[src/rtl/tunnel_pkg.sv]
// rtl/tunnel_pkg.sv - shared monitor state encodings, widths and tuning defaults
package tunnel_pkg;

  typedef enum logic [1:0] {
    DISARMED = 2'd0,
    ARMED    = 2'd1,
    HOLDOFF  = 2'd2
  } mon_state_e;

  localparam int MIN_OVERLAP_DEFAULT    = 4;
  localparam int HOLDOFF_FRAMES_DEFAULT = 30;

  localparam int PIX_W = 10;
  localparam int OVL_W = 10;
  localparam int HIT_W = 8;

  // Increment that sticks at all-ones instead of wrapping.
  function automatic logic [OVL_W-1:0] sat_inc_ovl(input logic [OVL_W-1:0] v);
    return (v == {OVL_W{1'b1}}) ? v : v + {{(OVL_W-1){1'b0}}, 1'b1};
  endfunction

  function automatic logic [HIT_W-1:0] sat_inc_hit(input logic [HIT_W-1:0] v);
    return (v == {HIT_W{1'b1}}) ? v : v + {{(HIT_W-1){1'b0}}, 1'b1};
  endfunction

endpackage

[src/rtl/collision_monitor_if.sv]
// rtl/collision_monitor_if.sv - video-side inputs and game-side results of the collision monitor
interface collision_monitor_if;
  import tunnel_pkg::*;

  logic             arm;
  logic             frame_tick;
  logic             video_on;
  logic [PIX_W-1:0] pixel_row;
  logic [PIX_W-1:0] pixel_col;
  logic             icon_pix;
  logic             wall_pix;
  logic             clr_count;

  logic             collison_detect;
  logic [HIT_W-1:0] hit_count;
  logic [PIX_W-1:0] hit_row;
  logic [PIX_W-1:0] hit_col;
  logic [1:0]       mon_state;

  modport master (
    output arm, frame_tick, video_on, pixel_row, pixel_col, icon_pix, wall_pix, clr_count,
    input  collison_detect, hit_count, hit_row, hit_col, mon_state
  );

  modport slave (
    input  arm, frame_tick, video_on, pixel_row, pixel_col, icon_pix, wall_pix, clr_count,
    output collison_detect, hit_count, hit_row, hit_col, mon_state
  );

endinterface

[src/rtl/collision_monitor_overlap_counter.sv]
// rtl/collision_monitor_overlap_counter.sv - per-frame overlap counter with first-pixel capture
module overlap_counter
  import tunnel_pkg::*;
(
  input  logic             clk,
  input  logic             rst,
  input  logic             load_i,
  input  logic             run_i,
  input  logic             overlap_i,
  input  logic [PIX_W-1:0] row_i,
  input  logic [PIX_W-1:0] col_i,
  output logic [OVL_W-1:0] count_o,
  output logic [PIX_W-1:0] cap_row_o,
  output logic [PIX_W-1:0] cap_col_o
);

  logic [OVL_W-1:0] count_q, count_d;
  logic             seen_q, seen_d;
  logic [PIX_W-1:0] cap_row_q, cap_row_d;
  logic [PIX_W-1:0] cap_col_q, cap_col_d;

  // load_i opens a new frame (a coincident overlap is its first pixel); run_i
  // accumulates within it; with neither asserted the frame is abandoned.
  always_comb begin
    count_d   = count_q;
    seen_d    = seen_q;
    cap_row_d = cap_row_q;
    cap_col_d = cap_col_q;
    if (load_i) begin
      count_d = {{(OVL_W-1){1'b0}}, overlap_i};
      seen_d  = overlap_i;
      if (overlap_i) begin
        cap_row_d = row_i;
        cap_col_d = col_i;
      end
    end else if (run_i) begin
      if (overlap_i) begin
        count_d = sat_inc_ovl(count_q);
        if (!seen_q) begin
          seen_d    = 1'b1;
          cap_row_d = row_i;
          cap_col_d = col_i;
        end
      end
    end else begin
      count_d = '0;
      seen_d  = 1'b0;
    end
  end

  // Counter and capture registers.
  always_ff @(posedge clk) begin
    if (rst) begin
      count_q   <= '0;
      seen_q    <= 1'b0;
      cap_row_q <= '0;
      cap_col_q <= '0;
    end else begin
      count_q   <= count_d;
      seen_q    <= seen_d;
      cap_row_q <= cap_row_d;
      cap_col_q <= cap_col_d;
    end
  end

  assign count_o   = count_q;
  assign cap_row_o = cap_row_q;
  assign cap_col_o = cap_col_q;

endmodule

[src/rtl/collision_monitor.sv]
// rtl/collision_monitor.sv - frame-based icon/wall collision detector with holdoff and hit counter
module collision_monitor
  import tunnel_pkg::*;
#(
  parameter int MIN_OVERLAP    = MIN_OVERLAP_DEFAULT,
  parameter int HOLDOFF_FRAMES = HOLDOFF_FRAMES_DEFAULT
) (
  input  logic                clk,
  input  logic                rst,
  collision_monitor_if.slave  bus
);

  localparam logic [OVL_W-1:0] MIN_OVL      = OVL_W'(MIN_OVERLAP);
  localparam logic [HIT_W-1:0] HOLDOFF_LOAD = HIT_W'(HOLDOFF_FRAMES);

  mon_state_e       state_q, state_d;
  logic [HIT_W-1:0] holdoff_q, holdoff_d;
  logic [HIT_W-1:0] hit_count_q, hit_count_d;
  logic [PIX_W-1:0] hit_row_q, hit_row_d;
  logic [PIX_W-1:0] hit_col_q, hit_col_d;
  logic             detect_q, detect_d;

  logic             overlap;
  logic             hit;
  logic             cnt_load;
  logic             cnt_run;
  logic [OVL_W-1:0] ovl_count;
  logic [PIX_W-1:0] cap_row;
  logic [PIX_W-1:0] cap_col;

  assign overlap = bus.video_on & bus.icon_pix & bus.wall_pix;

  overlap_counter u_overlap_counter (
    .clk       (clk),
    .rst       (rst),
    .load_i    (cnt_load),
    .run_i     (cnt_run),
    .overlap_i (overlap),
    .row_i     (bus.pixel_row),
    .col_i     (bus.pixel_col),
    .count_o   (ovl_count),
    .cap_row_o (cap_row),
    .cap_col_o (cap_col)
  );

  // Next-state, holdoff countdown and hit decision; arm low overrides everything.
  always_comb begin
    state_d   = state_q;
    holdoff_d = holdoff_q;
    hit       = 1'b0;
    if (!bus.arm) begin
      state_d   = DISARMED;
      holdoff_d = '0;
    end else begin
      case (state_q)
        DISARMED: begin
          if (bus.frame_tick) state_d = ARMED;
        end
        ARMED: begin
          if (bus.frame_tick && (ovl_count >= MIN_OVL)) begin
            hit       = 1'b1;
            state_d   = HOLDOFF;
            holdoff_d = HOLDOFF_LOAD;
          end
        end
        HOLDOFF: begin
          if (bus.frame_tick) begin
            if (holdoff_q <= {{(HIT_W-1){1'b0}}, 1'b1}) begin
              state_d   = ARMED;
              holdoff_d = '0;
            end else begin
              holdoff_d = holdoff_q - {{(HIT_W-1){1'b0}}, 1'b1};
            end
          end
        end
        default: begin
          state_d   = DISARMED;
          holdoff_d = '0;
        end
      endcase
    end
  end

  // A frame_tick that leaves us ARMED opens a fresh counting frame; between
  // ticks the counter only runs while ARMED and armed.
  always_comb begin
    cnt_load = bus.frame_tick && (state_d == ARMED);
    cnt_run  = bus.arm && !bus.frame_tick && (state_q == ARMED);
  end

  // Result registers: pulse, captured position and saturating hit count.
  always_comb begin
    detect_d    = hit;
    hit_row_d   = hit ? cap_row : hit_row_q;
    hit_col_d   = hit ? cap_col : hit_col_q;
    hit_count_d = hit_count_q;
    if (bus.clr_count) begin
      hit_count_d = hit ? {{(HIT_W-1){1'b0}}, 1'b1} : '0;
    end else if (hit) begin
      hit_count_d = sat_inc_hit(hit_count_q);
    end
  end

  // State and output registers; reset wins over every other input.
  always_ff @(posedge clk) begin
    if (rst) begin
      state_q     <= DISARMED;
      holdoff_q   <= '0;
      hit_count_q <= '0;
      hit_row_q   <= '0;
      hit_col_q   <= '0;
      detect_q    <= 1'b0;
    end else begin
      state_q     <= state_d;
      holdoff_q   <= holdoff_d;
      hit_count_q <= hit_count_d;
      hit_row_q   <= hit_row_d;
      hit_col_q   <= hit_col_d;
      detect_q    <= detect_d;
    end
  end

  assign bus.collison_detect = detect_q;
  assign bus.hit_count       = hit_count_q;
  assign bus.hit_row         = hit_row_q;
  assign bus.hit_col         = hit_col_q;
  assign bus.mon_state       = state_q;

endmodule
[src/flat_wrapper.sv]
// flat-port wrapper written by rule: the top's interface ports become plain ports
module collision_monitor_flat import tunnel_pkg::*;
#(
  parameter int MIN_OVERLAP    = MIN_OVERLAP_DEFAULT,
  parameter int HOLDOFF_FRAMES = HOLDOFF_FRAMES_DEFAULT
)
  (clk, rst, bus_arm, bus_frame_tick, bus_video_on, bus_pixel_row, bus_pixel_col, bus_icon_pix, bus_wall_pix, bus_clr_count, bus_collison_detect, bus_hit_count, bus_hit_row, bus_hit_col, bus_mon_state);
  collision_monitor_if bus_i ();
  input  logic clk;
  input  logic rst;
  input wire logic [$bits(bus_i.arm)-1:0] bus_arm;
  input wire logic [$bits(bus_i.frame_tick)-1:0] bus_frame_tick;
  input wire logic [$bits(bus_i.video_on)-1:0] bus_video_on;
  input wire logic [$bits(bus_i.pixel_row)-1:0] bus_pixel_row;
  input wire logic [$bits(bus_i.pixel_col)-1:0] bus_pixel_col;
  input wire logic [$bits(bus_i.icon_pix)-1:0] bus_icon_pix;
  input wire logic [$bits(bus_i.wall_pix)-1:0] bus_wall_pix;
  input wire logic [$bits(bus_i.clr_count)-1:0] bus_clr_count;
  output wire logic [$bits(bus_i.collison_detect)-1:0] bus_collison_detect;
  output wire logic [$bits(bus_i.hit_count)-1:0] bus_hit_count;
  output wire logic [$bits(bus_i.hit_row)-1:0] bus_hit_row;
  output wire logic [$bits(bus_i.hit_col)-1:0] bus_hit_col;
  output wire logic [$bits(bus_i.mon_state)-1:0] bus_mon_state;
  assign bus_i.arm = bus_arm;
  assign bus_i.frame_tick = bus_frame_tick;
  assign bus_i.video_on = bus_video_on;
  assign bus_i.pixel_row = bus_pixel_row;
  assign bus_i.pixel_col = bus_pixel_col;
  assign bus_i.icon_pix = bus_icon_pix;
  assign bus_i.wall_pix = bus_wall_pix;
  assign bus_i.clr_count = bus_clr_count;
  assign bus_collison_detect = bus_i.collison_detect;
  assign bus_hit_count = bus_i.hit_count;
  assign bus_hit_row = bus_i.hit_row;
  assign bus_hit_col = bus_i.hit_col;
  assign bus_mon_state = bus_i.mon_state;
  collision_monitor #(.MIN_OVERLAP(MIN_OVERLAP), .HOLDOFF_FRAMES(HOLDOFF_FRAMES)) u_core (.clk(clk), .rst(rst), .bus(bus_i));
endmodule
[config.mk]
export PLATFORM = sky130hd
export DESIGN_NAME = collision_monitor_flat
export DESIGN_NICKNAME = d
export VERILOG_FILES = /design/src/rtl/tunnel_pkg.sv /design/src/rtl/collision_monitor_if.sv /design/src/rtl/collision_monitor_overlap_counter.sv /design/src/rtl/collision_monitor.sv /design/src/flat_wrapper.sv
export SDC_FILE = /design/constraint.sdc
export NUM_CORES = 1
export LEC_CHECK = 0
export ABC_CLOCK_PERIOD_IN_PS = 2500
export BUFFER_PORTS_ARGS = -buffer_cell sky130_fd_sc_hd__buf_4
export CORE_UTILIZATION = 40
export CTS_CLUSTER_SIZE = 20
export DETAILED_ROUTE_END_ITERATION = 8
export GPL_ROUTABILITY_DRIVEN = 0
export PLACE_DENSITY_LB_ADDON = 0.08
export SLEW_MARGIN = 20
export SYNTH_ARGS = -nofsm -noshare
export SYNTH_HDL_FRONTEND = slang
export SYNTH_SLANG_ARGS = --single-unit
[constraint.sdc]
create_clock -name clk -period 2.5 [get_ports clk]
set_input_delay 0.25 -clock clk [delete_from_list [all_inputs] [get_ports clk]]
set_output_delay 0.25 -clock clk [all_outputs]
set_load 0.02 [all_outputs]
Word-level counts from Yosys, hierarchy flattened
Index checks and enable logic that the tools add are counted.

Add/subtract/negate cells: 3. Order comparisons: 2. Reductions and logical operators: 15. Bitwise operators: 6. Equal/unequal tests: 13. Multiplexer cells: 34.

Operators with widths (number): 2-to-1 mux 10 bit (10); 2-to-1 mux 8 bit (6); case mux 8 bit (3 select lines) (1); 2-to-1 mux 1 bit (11); adder 10 x 1 -> 10 bit (second input constant) (1); equality test 10 bit (second input constant) (1); >= comparator 10 x 3 -> 1 bit (second input constant) (1); 2-to-1 mux 2 bit (5); adder 8 x 1 -> 8 bit (second input constant) (1); equality test 8 bit (second input constant) (1); less-or-equal comparator 8 x 1 -> 1 bit (second input constant) (1); != test 2 bit (second input constant) (4); subtractor 8 x 1 -> 8 bit (second input constant) (1); != test 3 x 2 -> 1 bit (second input constant) (2); case mux 2 bit (3 select lines) (1); AND reduction 2 bit (3); equality test 2 x 1 -> 1 bit (second input constant) (2); logical AND 1 bit (4); != test 2 x 1 -> 1 bit (second input constant) (2); inverter 1 bit (4); AND reduction 4 bit (1); nonzero test 2 bit (2); AND reduction 3 bit (1); OR reduction 3 bit (1); other kinds (5) (6).

Logic and storage cells: 84. Bits of input ports: 28. Bits in registers: 70. Output and inout bits: 31.

Depth between registers and ports, before layout
Word-level depth: 9. Mapped depth: 9. Depth with buffers taken out: 8.

Modules after synthesis
Synthesis repeated with hierarchy kept, for this count alone.

Cell total of the unflattened synthesis: 378. Area total of the unflattened synthesis: 3244.4 um^2.

Modules (own cells, without submodules): collision_monitor (area each 1948.1 um^2, cells each 242, seq. area each 780.7 um^2, instances 1); overlap_counter (area each 1296.2 um^2, cells each 136, seq. area each 620.6 um^2, instances 1).

Worst setup path before layout
Ideal clock, no wire load.

Path kind: flip-flop to flip-flop. Start point: register u_core.holdoff_q[0]. End point: register u_core.u_overlap_counter.cap_col_q[0] (netlist: u_core.u_overlap_counter.cap_col_o[0]). Arrival time: 1.921 ns. Path slack: 0.507 ns. Required time: 2.428 ns. Setup time: 0.072 ns. Buffers on the path: 1. Cell stages (with the launch flop): 10. Cells stage by stage: dfxtp_1 -> inv_1 -> ha_1 -> or2_2 -> a311oi_1 -> o32ai_2 -> nand3_1 -> o41a_2 -> buf_6 -> mux2i_1.

Word-level cells in the longest chain between the ends: 9.

RTL lines: start, declared (RTL line collision_monitor.sv:17) `logic [HIT_W-1:0] holdoff_q, holdoff_d;`; start signal, assigned (RTL line collision_monitor.sv:115) `holdoff_q <= holdoff_d;`; less-or-equal comparator 8 x 1 -> 1 bit * (RTL line collision_monitor.sv:68) `if (holdoff_q <= {{(HIT_W-1){1'b0}}, 1'b1}) begin`; 2-to-1 mux 2 bit * (RTL line collision_monitor.sv:68); 2-to-1 mux 2 bit * (RTL line collision_monitor.sv:67) `if (bus.frame_tick) begin`; case mux 2 bit (3 select lines) * (RTL line collision_monitor.sv:55) `case (state_q)`; 2-to-1 mux 2 bit * (RTL line collision_monitor.sv:51) `if (!bus.arm) begin`; equality test 2 x 1 -> 1 bit * (RTL line collision_monitor.sv:87) `cnt_load = bus.frame_tick && (state_d == ARMED);`; logical AND 1 bit * (RTL line collision_monitor.sv:87); != test 2 x 1 -> 1 bit (no source line), or another cell as far along; AND reduction 4 bit (no source line); end signal, assigned (RTL line collision_monitor_overlap_counter.sv:62) `cap_col_q <= cap_col_d;`; end, declared (RTL line collision_monitor_overlap_counter.sv:20) `logic [PIX_W-1:0] cap_col_q, cap_col_d;`.

Mark *: on every way between the ends. The rest lies on a longest branch, timed or not. A chain may end at the register's enable or synchronous reset.

Worst setup path after layout
Start point: register u_core.holdoff_q[0]. End point: register u_core.u_overlap_counter.cap_row_q[6] (netlist: u_core.u_overlap_counter.cap_row_o[6]).

Word-level cells in the longest chain between the ends: 9.

RTL lines: less-or-equal comparator 8 x 1 -> 1 bit * (RTL line collision_monitor.sv:68); 2-to-1 mux 2 bit * (RTL line collision_monitor.sv:68); 2-to-1 mux 2 bit * (RTL line collision_monitor.sv:67); case mux 2 bit (3 select lines) * (RTL line collision_monitor.sv:55); 2-to-1 mux 2 bit * (RTL line collision_monitor.sv:51); equality test 2 x 1 -> 1 bit * (RTL line collision_monitor.sv:87); logical AND 1 bit * (RTL line collision_monitor.sv:87); != test 2 x 1 -> 1 bit (no source line), or another cell as far along; AND reduction 4 bit (no source line); end signal, assigned (RTL line collision_monitor_overlap_counter.sv:61) `cap_row_q <= cap_row_d;`; end, declared (RTL line collision_monitor_overlap_counter.sv:19) `logic [PIX_W-1:0] cap_row_q, cap_row_d;`.

Marks and branches as above.

==> flow_summary.ini <==
[drt]
wl_per_cell_um = 12.7
drtPass1Iterations = 5
drcViolationCount = 0
vias = 2638
ant_nets = 0
first_iter_violations = 79
via_per_inst = 4.98
wl_um = 6730

[logic_synthesis]
ys_ff_latch = 70
synth_warnings = 0
synth.top_cell.area_share = 0.433
syn_nets = 402
synth_edf_count = 0
synthCells = 365
synth.distinct_cells = 48
synthArstFlopShare = 0
yosys.area.top_type = dfxtp_1
synthTopCellsByCount = 70 x dfxtp_1, 49 x nand2_1, 41 x nand2b_1, 32 x nor2_1, 28 x a21oi_1
avgSynthCellArea_sq_um = 8.87
synth_area_leaders = dfxtp_1 43%, nand2b_1 7.9%, mux2i_1 6.5%
yosys_most_used_dff = dfxtp_1
ys_seq_area_frac = 0.433
synth_area_sq_um = 3240
yosys.cell_count.top_type = dfxtp_1

[sta]
rsz0062_at_grt = no
min_period_ns = 2.27
tns_ns = 0
relSlewSlack = 0.506
worstMarginPinSlew_ns = 0.742
clock_skew_ns = 0.00968
hold_viol = 0
timing.final.crit_share = 0.908
setup_viol = 0
fmax_ghz = 0.440
slew_violations = 0

[worst_hold_path]
hp-class = in -> reg

[final_layout]
design_area_sq_um = 3960
antenna_cells = 0
drive_above_1_share = 0.210
fillers = 776
syn_to_final_growth_pct = 22.3
layout.nets = 460

[die]
num_rows = 32
core_sq_um = 7770
die_h_um = 92.0
fp.dieArea_sq_um = 8460
die_w_um = 92.0
start_util = 0.417
ios = 59

[pwr]
swShare = 0.232
power_frac_seq = 0.526
p_leak_nw = 1.63
p_clk_frac = 0.416
peakVddDrop_uv = 314
combPwrFrac = 0.058
p_int_mw = 1.64
power_density_nw_per_um2 = 540
power.switching_uw = 497

[clocking]
cts.sinks = 70
cts_max_level = 3
hold_buffers = 0
numCtsBuffers = 9
worstSkewPairLatency_ns = 0.34
cts_tree = yes
cts-root-buf = clkbuf_8
cts.clk_slew.worst_paths_ns = 0.08
cts.repair.resized = 0
post-cts-setup-buffers = 0
clockBufferDepth = 2

[worst_setup_path]
cp_data_arrival_time_ns = 2.54
required_ns = 2.77
worst_setup_path_start_kind = register
critical_path_class = reg -> reg
rr_startpoint = u_core.holdoff_q[0]$_SDFFE_PP0P_
crit_start = u_core.holdoff_q[0]$_SDFFE_PP0P_
worstSetupEndpointType = register
regToRegSetupSlack_ns = 0.23
r2r_end = u_core.u_overlap_counter.cap_row_o[6]$_SDFFE_PP0P_
reg2reg_depth = 9
crit_fanout = 20
crit_end = u_core.u_overlap_counter.cap_row_o[6]$_SDFFE_PP0P_

[place]
dp_hpwl_um = 4620
portBuffers = 58
placed_area_sq_um = 3770

[global_route]
antenna_found_initial = 0
grt_first_pass_wirelength_um = 11600
grt_overflow = 0
first_global_vias = 2513
grtUsageTotal = 0.174
grt_max_degree = 68

[outcome]
status = finished, final reports clean

[job]
cap_violations = 0
-- placed cells by master, fill, tap and decap left out, drive strengths merged, types with 3 or more instances in the layout --
master,netlist,final
nor2,32,32
nor3,7,7
nor2b,4,4
nand2b,41,41
dfxtp,70,70
nand2,49,49
xor2,13,13
nand3,7,7
and3,3,3
xnor2,4,4
or2,3,3
mux2i,21,21
clkinv,0,5
a31oi,4,4
clkbuf,11,10
a21oi,29,29
ha,9,9
inv,10,10
o21ai,10,10
a211oi,3,3
nand4,6,6
buf,4,62
-- metrics by stage --
step	hold WS, ns	std cells	power [mW]	worst slack (ns)	utilization
2_1_floorplan	0.359	365	1.22	0.507	-
3_3_place_gp	0.438	514	1.28	0.367	0.485
3_5_place_dp	0.445	514	1.28	0.238	0.485
4_1_cts	0.115	530	2.17	0.220	0.510
5_1_grt	0.119	530	2.23	0.0538	0.510
6_report	0.132	530	2.14	0.229	0.510
-- layer usage --
layer	wire (um)	vias up	global-route usage
met2	3130	54	0.282
met3	308	7	0.0556
li1	-	1354	-
met1	3230	1223	0.220
met5	0	-	0
met4	68	0	0.0508
-- area by class of cell --
type / instances / area, sq um / area share
well taps: 102 / 128 / 0.0322
inverters: 10 / 37.5 / 0.00948
clock inverters: 6 / 62.6 / 0.0158
clock buffers: 10 / 128 / 0.0322
multi-input cells: 270 / 1730 / 0.436
repair buffers: 62 / 478 / 0.121
flip-flops and latches: 70 / 1400 / 0.354
-- critical path: stages, from the launching register on --
cell	delay, ns
dfxtp_1	0.38
inv_1	0.09
ha_1	0.25
or2_2	0.33
a311oi_1	0.31
o32ai_2	0.15
nand3_1	0.12
o41a_2	0.17
buf_12	0.19
mux2i_1	0.21
-- state kept, by name, indices dropped and copies added, names as in the netlist, 2 cells and up --
name / flops
u_core.u_overlap_counter.cap_row_o: 10
u_core.bus.hit_row: 10
u_core.bus.hit_col: 10
u_core.u_overlap_counter.count_o: 10
u_core.holdoff_q: 8
u_core.bus.mon_state: 2
u_core.u_overlap_counter.cap_col_o: 10
u_core.bus.hit_count: 8
-- worst min path at each step --
stage	end	cells past startpoint	from	slack, ns
after global placement	u_core.bus.hit_row[0]$_SDFFE_PP0P_	2	u_core.u_overlap_counter.cap_row_o[0]$_SDFFE_PP0P_	0.44
after global routing	u_core.bus.hit_count[0]$_SDFFE_PP0P_	3	bus_clr_count	0.12
after detailed placement	u_core.bus.hit_col[9]$_SDFFE_PP0P_	2	u_core.u_overlap_counter.cap_col_o[9]$_SDFFE_PP0P_	0.45
after CTS	u_core.bus.hit_count[0]$_SDFFE_PP0P_	3	bus_clr_count	0.12
final	u_core.bus.hit_count[0]$_SDFFE_PP0P_	3	bus_clr_count	0.13
after floorplan	u_core.bus.hit_count[0]$_SDFFE_PP0P_	2	bus_clr_count	0.36
-- power groups by stage --
stage	Clock [mW]	Sequential [mW]	Combinational (mW)
global route	0.970	1.13	0.137
floorplan	0	1.15	0.0721
CTS	0.922	1.13	0.126
global placement	0	1.15	0.125
finish	0.890	1.13	0.124
detailed placement	0	1.15	0.126
-- kinds of logic after synthesis --
group / count (synthesis) / share of synthesized area
AND/OR/NAND/NOR: 164 / 0.269
flip-flops: 70 / 0.433
AO/OA/AOI/OAI: 59 / 0.118
buffers and inverters: 25 / 0.0344
multiplexers: 21 / 0.0649
XOR/XNOR: 17 / 0.0460
adder cells (fa/ha/maj): 9 / 0.0348
No activity file was read; power rests on OpenSTA's default activity.
